[src/rtl/serial_rx_pkg.sv]
// serial_pkg: definitions shared by the serial receiver and transmitter.
//   CLKS_9600  - sysclk cycles per bit at 9600 baud from a 50 MHz clock.
//   TIMER_W    - width of the bit-period timer.
//   rx_state_t - receiver FSM state encoding.
//   maj3()     - 2-of-3 majority vote.
package serial_pkg;

  localparam int CLKS_9600 = 5208;
  localparam int TIMER_W   = 13;

  typedef enum logic [2:0] {
    ST_IDLE  = 3'd0,
    ST_START = 3'd1,
    ST_DATA  = 3'd2,
    ST_STOP  = 3'd3,
    ST_BREAK = 3'd4
  } rx_state_t;

  function automatic logic maj3(input logic a, input logic b, input logic c);
    return (a & b) | (a & c) | (b & c);
  endfunction

endpackage

[src/rtl/sync_2ff.sv]
// sync_2ff: 1-bit two-flop synchroniser for asynchronous inputs
// (buttons, serial lines).
//   clk  in  1 - destination clock
//   srst in  1 - synchronous active-high reset; both flops load RESET_VAL
//   d    in  1 - asynchronous input
//   q    out 1 - synchronised output, two cycles after d
module sync_2ff #(
  parameter logic RESET_VAL = 1'b1
) (
  input  logic clk,
  input  logic srst,
  input  logic d,
  output logic q
);

  logic meta_q, meta_d;
  logic sync_q, sync_d;

  always_comb begin
    meta_d = d;
    sync_d = meta_q;
  end

  always_ff @(posedge clk) begin
    if (srst) begin
      meta_q <= RESET_VAL;
      sync_q <= RESET_VAL;
    end else begin
      meta_q <= meta_d;
      sync_q <= sync_d;
    end
  end

  assign q = sync_q;

endmodule

[src/rtl/serial_rx.sv]
// serial_rx: 8N1 asynchronous serial receiver with a one-entry holding buffer.
//   sysclk    in  1 - clock, rising edge
//   reset     in  1 - synchronous active-high reset
//   serial_in in  1 - asynchronous serial line, idle high
//   rx_ready  in  1 - consumer takes rx_data when rx_valid && rx_ready
//   rx_data   out 8 - received byte, stable while rx_valid
//   rx_valid  out 1 - holding buffer full
//   frame_err out 1 - one-cycle pulse when the stop bit samples low
//   overrun   out 1 - sticky, set when a completed byte is dropped
//   busy      out 1 - FSM not in IDLE
// Build option: define SERIAL_RX_MAJORITY_EN to decide each bit by a 2-of-3
// vote of samples at HALF-2, HALF-1, HALF (all sample points one cycle later).
module serial_rx
  import serial_pkg::*;
#(
  parameter int CLKS_PER_BIT = CLKS_9600
) (
  input  logic       sysclk,
  input  logic       reset,
  input  logic       serial_in,
  input  logic       rx_ready,
  output logic [7:0] rx_data,
  output logic       rx_valid,
  output logic       frame_err,
  output logic       overrun,
  output logic       busy
);

  localparam int HALF = CLKS_PER_BIT / 2;
  // Data and stop bits are timed from the start-bit decision, so their
  // decision point is a whole bit later and already carries the start offset.
  localparam logic [TIMER_W-1:0] BIT_END = TIMER_W'(CLKS_PER_BIT - 1);
`ifdef SERIAL_RX_MAJORITY_EN
  localparam logic [TIMER_W-1:0] START_DEC = TIMER_W'(HALF);
`else
  localparam logic [TIMER_W-1:0] START_DEC = TIMER_W'(HALF - 1);
`endif

  logic rx_s;

  sync_2ff #(.RESET_VAL(1'b1)) u_sync (
    .clk  (sysclk),
    .srst (reset),
    .d    (serial_in),
    .q    (rx_s)
  );

  rx_state_t           state_q, state_d;
  logic [TIMER_W-1:0]  timer_q, timer_d;
  logic [2:0]          bit_idx_q, bit_idx_d;
  logic [7:0]          shreg_q, shreg_d;
  logic                deliver_q, deliver_d;     // good stop seen last cycle
  logic                ferr_pend_q, ferr_pend_d; // bad stop seen last cycle
  logic [7:0]          rx_data_q, rx_data_d;
  logic                rx_valid_q, rx_valid_d;
  logic                frame_err_q, frame_err_d;
  logic                overrun_q, overrun_d;
  logic                busy_q, busy_d;
`ifdef SERIAL_RX_MAJORITY_EN
  logic [1:0]          maj_q, maj_d;
`endif

  logic [TIMER_W-1:0]  dec_pt;
  logic                at_dec;
  logic                bit_val;
  logic                drain;

  always_comb begin
    dec_pt = (state_q == ST_START) ? START_DEC : BIT_END;
    at_dec = (timer_q == dec_pt);
`ifdef SERIAL_RX_MAJORITY_EN
    maj_d = maj_q;
    if (timer_q == dec_pt - TIMER_W'(2)) maj_d[0] = rx_s;
    if (timer_q == dec_pt - TIMER_W'(1)) maj_d[1] = rx_s;
    bit_val = maj3(maj_q[0], maj_q[1], rx_s);
`else
    bit_val = rx_s;
`endif

    state_d     = state_q;
    timer_d     = timer_q + TIMER_W'(1);
    bit_idx_d   = bit_idx_q;
    shreg_d     = shreg_q;
    deliver_d   = 1'b0;
    ferr_pend_d = 1'b0;

    case (state_q)
      ST_IDLE: begin
        timer_d = '0;
        if (!rx_s) state_d = ST_START;
      end
      ST_START: begin
        if (at_dec) begin
          timer_d = '0;
          if (bit_val) begin
            state_d = ST_IDLE;          // false start: glitch, not a frame
          end else begin
            state_d   = ST_DATA;
            bit_idx_d = 3'd0;
          end
        end
      end
      ST_DATA: begin
        if (at_dec) begin
          timer_d   = '0;
          shreg_d   = {bit_val, shreg_q[7:1]};  // LSB first: first bit ends at bit 0
          bit_idx_d = bit_idx_q + 3'd1;
          if (bit_idx_q == 3'd7) state_d = ST_STOP;
        end
      end
      ST_STOP: begin
        if (at_dec) begin
          timer_d = '0;
          if (bit_val) begin
            deliver_d = 1'b1;
            state_d   = ST_IDLE;        // mid-stop: half a bit to catch next start
          end else begin
            ferr_pend_d = 1'b1;
            state_d     = ST_BREAK;
          end
        end
      end
      ST_BREAK: begin
        timer_d = '0;
        if (rx_s) state_d = ST_IDLE;
      end
      default: begin
        timer_d = '0;
        state_d = ST_IDLE;
      end
    endcase

    // Holding buffer: a drain in the same cycle frees the slot for a new byte.
    drain       = rx_valid_q && rx_ready;
    rx_valid_d  = rx_valid_q && !drain;
    rx_data_d   = rx_data_q;
    overrun_d   = overrun_q;
    if (deliver_q) begin
      if (!rx_valid_q || drain) begin
        rx_valid_d = 1'b1;
        rx_data_d  = shreg_q;
      end else begin
        overrun_d = 1'b1;
      end
    end
    frame_err_d = ferr_pend_q;
    busy_d      = (state_d != ST_IDLE);
  end

  always_ff @(posedge sysclk) begin
    if (reset) begin
      state_q     <= ST_IDLE;
      timer_q     <= '0;
      bit_idx_q   <= 3'd0;
      shreg_q     <= 8'h00;
      deliver_q   <= 1'b0;
      ferr_pend_q <= 1'b0;
      rx_data_q   <= 8'h00;
      rx_valid_q  <= 1'b0;
      frame_err_q <= 1'b0;
      overrun_q   <= 1'b0;
      busy_q      <= 1'b0;
`ifdef SERIAL_RX_MAJORITY_EN
      maj_q       <= 2'b11;
`endif
    end else begin
      state_q     <= state_d;
      timer_q     <= timer_d;
      bit_idx_q   <= bit_idx_d;
      shreg_q     <= shreg_d;
      deliver_q   <= deliver_d;
      ferr_pend_q <= ferr_pend_d;
      rx_data_q   <= rx_data_d;
      rx_valid_q  <= rx_valid_d;
      frame_err_q <= frame_err_d;
      overrun_q   <= overrun_d;
      busy_q      <= busy_d;
`ifdef SERIAL_RX_MAJORITY_EN
      maj_q       <= maj_d;
`endif
    end
  end

  assign rx_data   = rx_data_q;
  assign rx_valid  = rx_valid_q;
  assign frame_err = frame_err_q;
  assign overrun   = overrun_q;
  assign busy      = busy_q;

endmodule

[config.mk]
export PLATFORM = sky130hd
export DESIGN_NAME = serial_rx
export DESIGN_NICKNAME = d
export VERILOG_FILES = /design/src/rtl/serial_rx_pkg.sv /design/src/rtl/sync_2ff.sv /design/src/rtl/serial_rx.sv
export SDC_FILE = /design/constraint.sdc
export NUM_CORES = 1
export LEC_CHECK = 0
export ABC_AREA = 1
export BUFFER_PORTS_ARGS = -buffer_cell sky130_fd_sc_hd__buf_2
export CAP_MARGIN = 20
export CORE_MARGIN = 5
export CORE_UTILIZATION = 50
export DETAILED_ROUTE_END_ITERATION = 8
export GPL_TIMING_DRIVEN = 0
export PLACE_DENSITY = 0.71
export SYNTH_ARGS = -nofsm -noshare
export SYNTH_HDL_FRONTEND = slang
export SYNTH_SLANG_ARGS = --single-unit
[constraint.sdc]
create_clock -name sysclk -period 2.2 [get_ports sysclk]
set_clock_uncertainty 0.1 [all_clocks]
set_input_delay 0.44 -clock sysclk [delete_from_list [all_inputs] [get_ports sysclk]]
set_output_delay 0.44 -clock sysclk [all_outputs]
set_load 0.1 [all_outputs]
==> run summary <==
16 I/O pins were placed. The tree built by TritonCTS fans out to 43 sinks. Clock latency on the worst-skew pair, taken at its later pin, is 0.29 ns. The run finished with clean final reports. Type of origin of the critical path: a register. The required time of the critical path is 2.28 ns, and the half-perimeter wire length after placement is 2460 um.

The area share of fa/ha/maj cells after synthesis was 0.0200; the largest fanout on the critical path was 6. The tools report the net load switching power as 0.000279 W. From bottom edge to top edge, the die measures 71.3 um. The final route contains 1,476 vias. Counting distinct cell types in the post-synthesis netlist gives 32. The switching power share of the total was 0.205.

The destination of the worst register-to-register timing path was busy. The run gives 0 as the initial antenna violation count. The run gives 0 as the count of final max-slew check failures. For the pin with the worst max-slew slack, the measured transition is 0.485 ns. The flip-flop and latch count after synthesis was 43; the setup TNS after final layout was 0 ns. The startpoint of the worst register-to-register path is timer_q[2].

The run gives 0.577 as the fraction of power consumed by sequential logic. Share of the cycle needed by the critical path after routing: 0.766. The most critical setup path has its startpoint at timer_q[2]. The count of nets left with antenna violations once routing finished came out at 0. The number of warnings reported in the yosys synthesis log is 0. Synthesis produced a netlist with a net count of 240.

The compound-cell area share of the yosys netlist was 0.131; the share of layout cells above drive strength 1 was 0.203. For the aggregate global-route resource usage, the log shows 0.139. Data arrives at the worst endpoint at 1.76 ns. The portion of total power attributed to combinational logic was 0.032; the count of inserted antenna diode cells was 0. The tools report the total power as 0.00136 W. From synthesis to final layout, the design area changed by 12.5%. In this run the register-to-register setup slack is 0.51 ns. The count of final hold-check violations is 0, and the post-CTS setup buffer count is 0. The tools report the internal power component as 0.00108 W. For the number of inserted filler cells in the final layout, the log shows 337. The wire length of the first global-routing pass was 5570 um; the number of hold buffers added after cts was 0. The min-delay analysis places its worst path in the category in2reg. The number of cell rows is 22. The tools report the kind of capture point of the worst setup path as a register.

Timing would allow up to 593 MHz. The startpoint of the most critical hold path was serial_in. CTS placed an instance of sky130_fd_sc_hd__clkbuf_8 at the clock tree root.

The fraction of synthesized area in multiplexers was 0. The logs give 0.887 for the final weighted congestion in routability-driven placement and 0.433 mV for the largest vdd supply drop. The category of the most critical setup path is reg2reg. For the initial core utilization, the log shows 0.513. Gates resized during post-CTS repair numbered 0.

The area enclosed by the die boundary was 0.00508 mm^2; the post-route minimum period was 1.69 ns. For the remaining global-route overflow, the log shows 0. After synthesis, the largest family of logic cells by area is simple AND/OR/NAND/NOR gates. The H-tree was split into 2 levels.

The total power per unit cell area was 645 mW/mm^2. The total routed wirelength came out at 3220 um. The floorplan step set the die width to 71.3 um.

Depth of the worst register-to-register path: 9. The run gives 0.866 nW as the leakage power. The area inside the core boundary is 0.00366 mm^2, and the maximum number of pins on one net before global-route repair is 13. In the routed design, unresolved DRC markers number 0. Post-CTS clock slew at the launch and capture registers of the worst setup and hold paths: 0.08 ns. After synthesis, the mean cell area works out to 8.05 um^2.

The number of clock buffers added by TritonCTS is 5. The number of instances in the synthesized netlist was 233; the simple logic cell fraction of the synthesized area was 0.271. The wire length per cell after detailed routing was 10.6 um; the max-cap violation count was 0. In this run, the number of DRC markers left after iteration 0 of detailed routing was 88. The tools report the number of detailed-route iterations in the first pass as 4. Buffers placed on the I/O ports in this run total 15.

In this run the worst setup path terminates at busy. In the routed layout, each cell is associated on average with a via count of 4.86. The logs give 2 for the maximum clock insertion buffer count and 262 for the number of nets in the finished design. For the sequential share of the synthesized area, the log shows 0.459.

The tools report the number of global-route vias before repair as 1,284. The clock network fraction of design power was 0.391; the area share of xor/xnor cells in the synthesized design was 0.0233. Setup repair after global routing left no endpoint under its margin. TritonCTS built the clock tree.

The worst relative slew slack was 0.679; the core utilization of the finished layout was 0.577. The tools report the total standard cell area after synthesis as 0.00188 mm^2. Setup violations remaining at the end of the flow were counted as 0.
## area by class of cell
class / count / area (um^2) / share of cell area
flip-flops and latches: 43 / 861 / 0.408
multi-input cells: 146 / 835 / 0.395
inverters: 39 / 146 / 0.0693
clock buffers: 8 / 100 / 0.0474
repair buffers: 15 / 75.1 / 0.0355
well taps: 48 / 60.1 / 0.0284
plain buffers: 5 / 35.0 / 0.0166
## worst max-delay path: stages, from the launching register on
cell,delay (ns)
sky130_fd_sc_hd__dfxtp_1,0.39
sky130_fd_sc_hd__nand2_1,0.07
sky130_fd_sc_hd__nor3_1,0.26
sky130_fd_sc_hd__nand3_2,0.15
sky130_fd_sc_hd__nand2_4,0.13
sky130_fd_sc_hd__nand3_2,0.12
sky130_fd_sc_hd__nand2_1,0.10
sky130_fd_sc_hd__nand3_1,0.08
sky130_fd_sc_hd__nand2_1,0.09
sky130_fd_sc_hd__nand3_1,0.07
## power by group through the flow
stage,clock network (W),logic (W),registers (W)
floorplan,0,0.0000260,0.000811
global placement,0,0.0000439,0.000804
detailed placement,0,0.0000445,0.000804
CTS,0.000548,0.0000447,0.000785
finish,0.000532,0.0000439,0.000786
global route,0.000584,0.0000493,0.000786
## Yosys cell counts
cell type                  count  area [um^2]
sky130_fd_sc_hd__o21ai_2       4         35.0
sky130_fd_sc_hd__nor3_1        5         25.0
sky130_fd_sc_hd__nand2_2       2         12.5
sky130_fd_sc_hd__o21ai_0      15         75.1
sky130_fd_sc_hd__nand4_1       1         6.26
sky130_fd_sc_hd__nand3_2       3         30.0
sky130_fd_sc_hd__buf_6         2         22.5
sky130_fd_sc_hd__nand2_4       2         22.5
sky130_fd_sc_hd__a21oi_2       2         17.5
sky130_fd_sc_hd__nor4_1        1         6.26
sky130_fd_sc_hd__a21oi_1      20          100
sky130_fd_sc_hd__o21a_1        1         7.51
sky130_fd_sc_hd__nor2_2        2         12.5
sky130_fd_sc_hd__nand2_1      29          109
sky130_fd_sc_hd__xor2_1        4         35.0
sky130_fd_sc_hd__nor3_2        3         30.0
sky130_fd_sc_hd__nor2_4        1         11.3
sky130_fd_sc_hd__nor2_1       27          101
sky130_fd_sc_hd__clkbuf_1      2         7.51
sky130_fd_sc_hd__nand4_4       2         42.5
sky130_fd_sc_hd__inv_1        36          135
sky130_fd_sc_hd__nand3b_1      1         7.51
sky130_fd_sc_hd__dfxtp_1      43          861
sky130_fd_sc_hd__nor3_4        1         16.3
sky130_fd_sc_hd__o21ai_1       2         10.0
sky130_fd_sc_hd__inv_2         3         11.3
sky130_fd_sc_hd__xnor2_1       1         8.76
sky130_fd_sc_hd__or2_2         2         12.5
sky130_fd_sc_hd__nor3b_1       1         7.51
sky130_fd_sc_hd__ha_1          3         37.5
sky130_fd_sc_hd__nand3_1      11         55.1
sky130_fd_sc_hd__buf_2         1         5.00
## state kept, by name, indices dropped and copies added (netlist names)
register,flops
ferr_pend_q,1
u_sync.q,1
bit_idx_q,3
frame_err,1
rx_data,8
shreg_q,8
u_sync.meta_q,1
timer_q,13
state_q,3
deliver_q,1
overrun,1
busy,1
rx_valid,1
## routing by layer
metal,vias to the layer above,global-route usage,share of wire
met2,29,0.203,0.41
met5,-,0,0
li1,785,-,-
met3,5,0.0477,0.060
met4,0,0.0564,0.019
met1,657,0.188,0.51
## kinds of logic (layout without fill, tap and decap cells)
kind of cell,count (synthesis),in the layout
adder cells (fa/ha/maj),3,3
XOR/XNOR,5,5
buffers and inverters,44,67
flip-flops,43,43
AO/OA/AOI/OAI,44,44
AND/OR/NAND/NOR,94,94
## metrics by stage
| stage | cells | setup slack, ns | hold WS [ns] | cell area [um^2] |
|---|---|---|---|---|
| after floorplan | 233 | 0.294 | 0.288 | 1880 |
| after global placement | 296 | 0.546 | 0.290 | 2010 |
| after detailed placement | 296 | 0.523 | 0.296 | 2010 |
| after CTS | 304 | 0.520 | 0.219 | 2110 |
| after global routing | 304 | 0.328 | 0.216 | 2110 |
| final | 304 | 0.514 | 0.230 | 2110 |
## layout by cell type, fill, tap and decap left out, types with 5 or more instances in the layout
master,n
sky130_fd_sc_hd__dfxtp_1,43
sky130_fd_sc_hd__inv_1,36
sky130_fd_sc_hd__nand2_1,29
sky130_fd_sc_hd__nor2_1,27
sky130_fd_sc_hd__a21oi_1,20
sky130_fd_sc_hd__buf_2,16
sky130_fd_sc_hd__o21ai_0,15
sky130_fd_sc_hd__nand3_1,11
sky130_fd_sc_hd__clkbuf_8,7
sky130_fd_sc_hd__nor3_1,5
## how the worst min path moves through the flow
stage	endpoint	cells after the start
final	u_sync.meta_q	2
after floorplan	frame_err	2
after CTS	u_sync.meta_q	2
after detailed placement	frame_err	2
after global placement	frame_err	2
after global routing	u_sync.meta_q	2
Note: power is estimated with default switching activity, not from simulation.
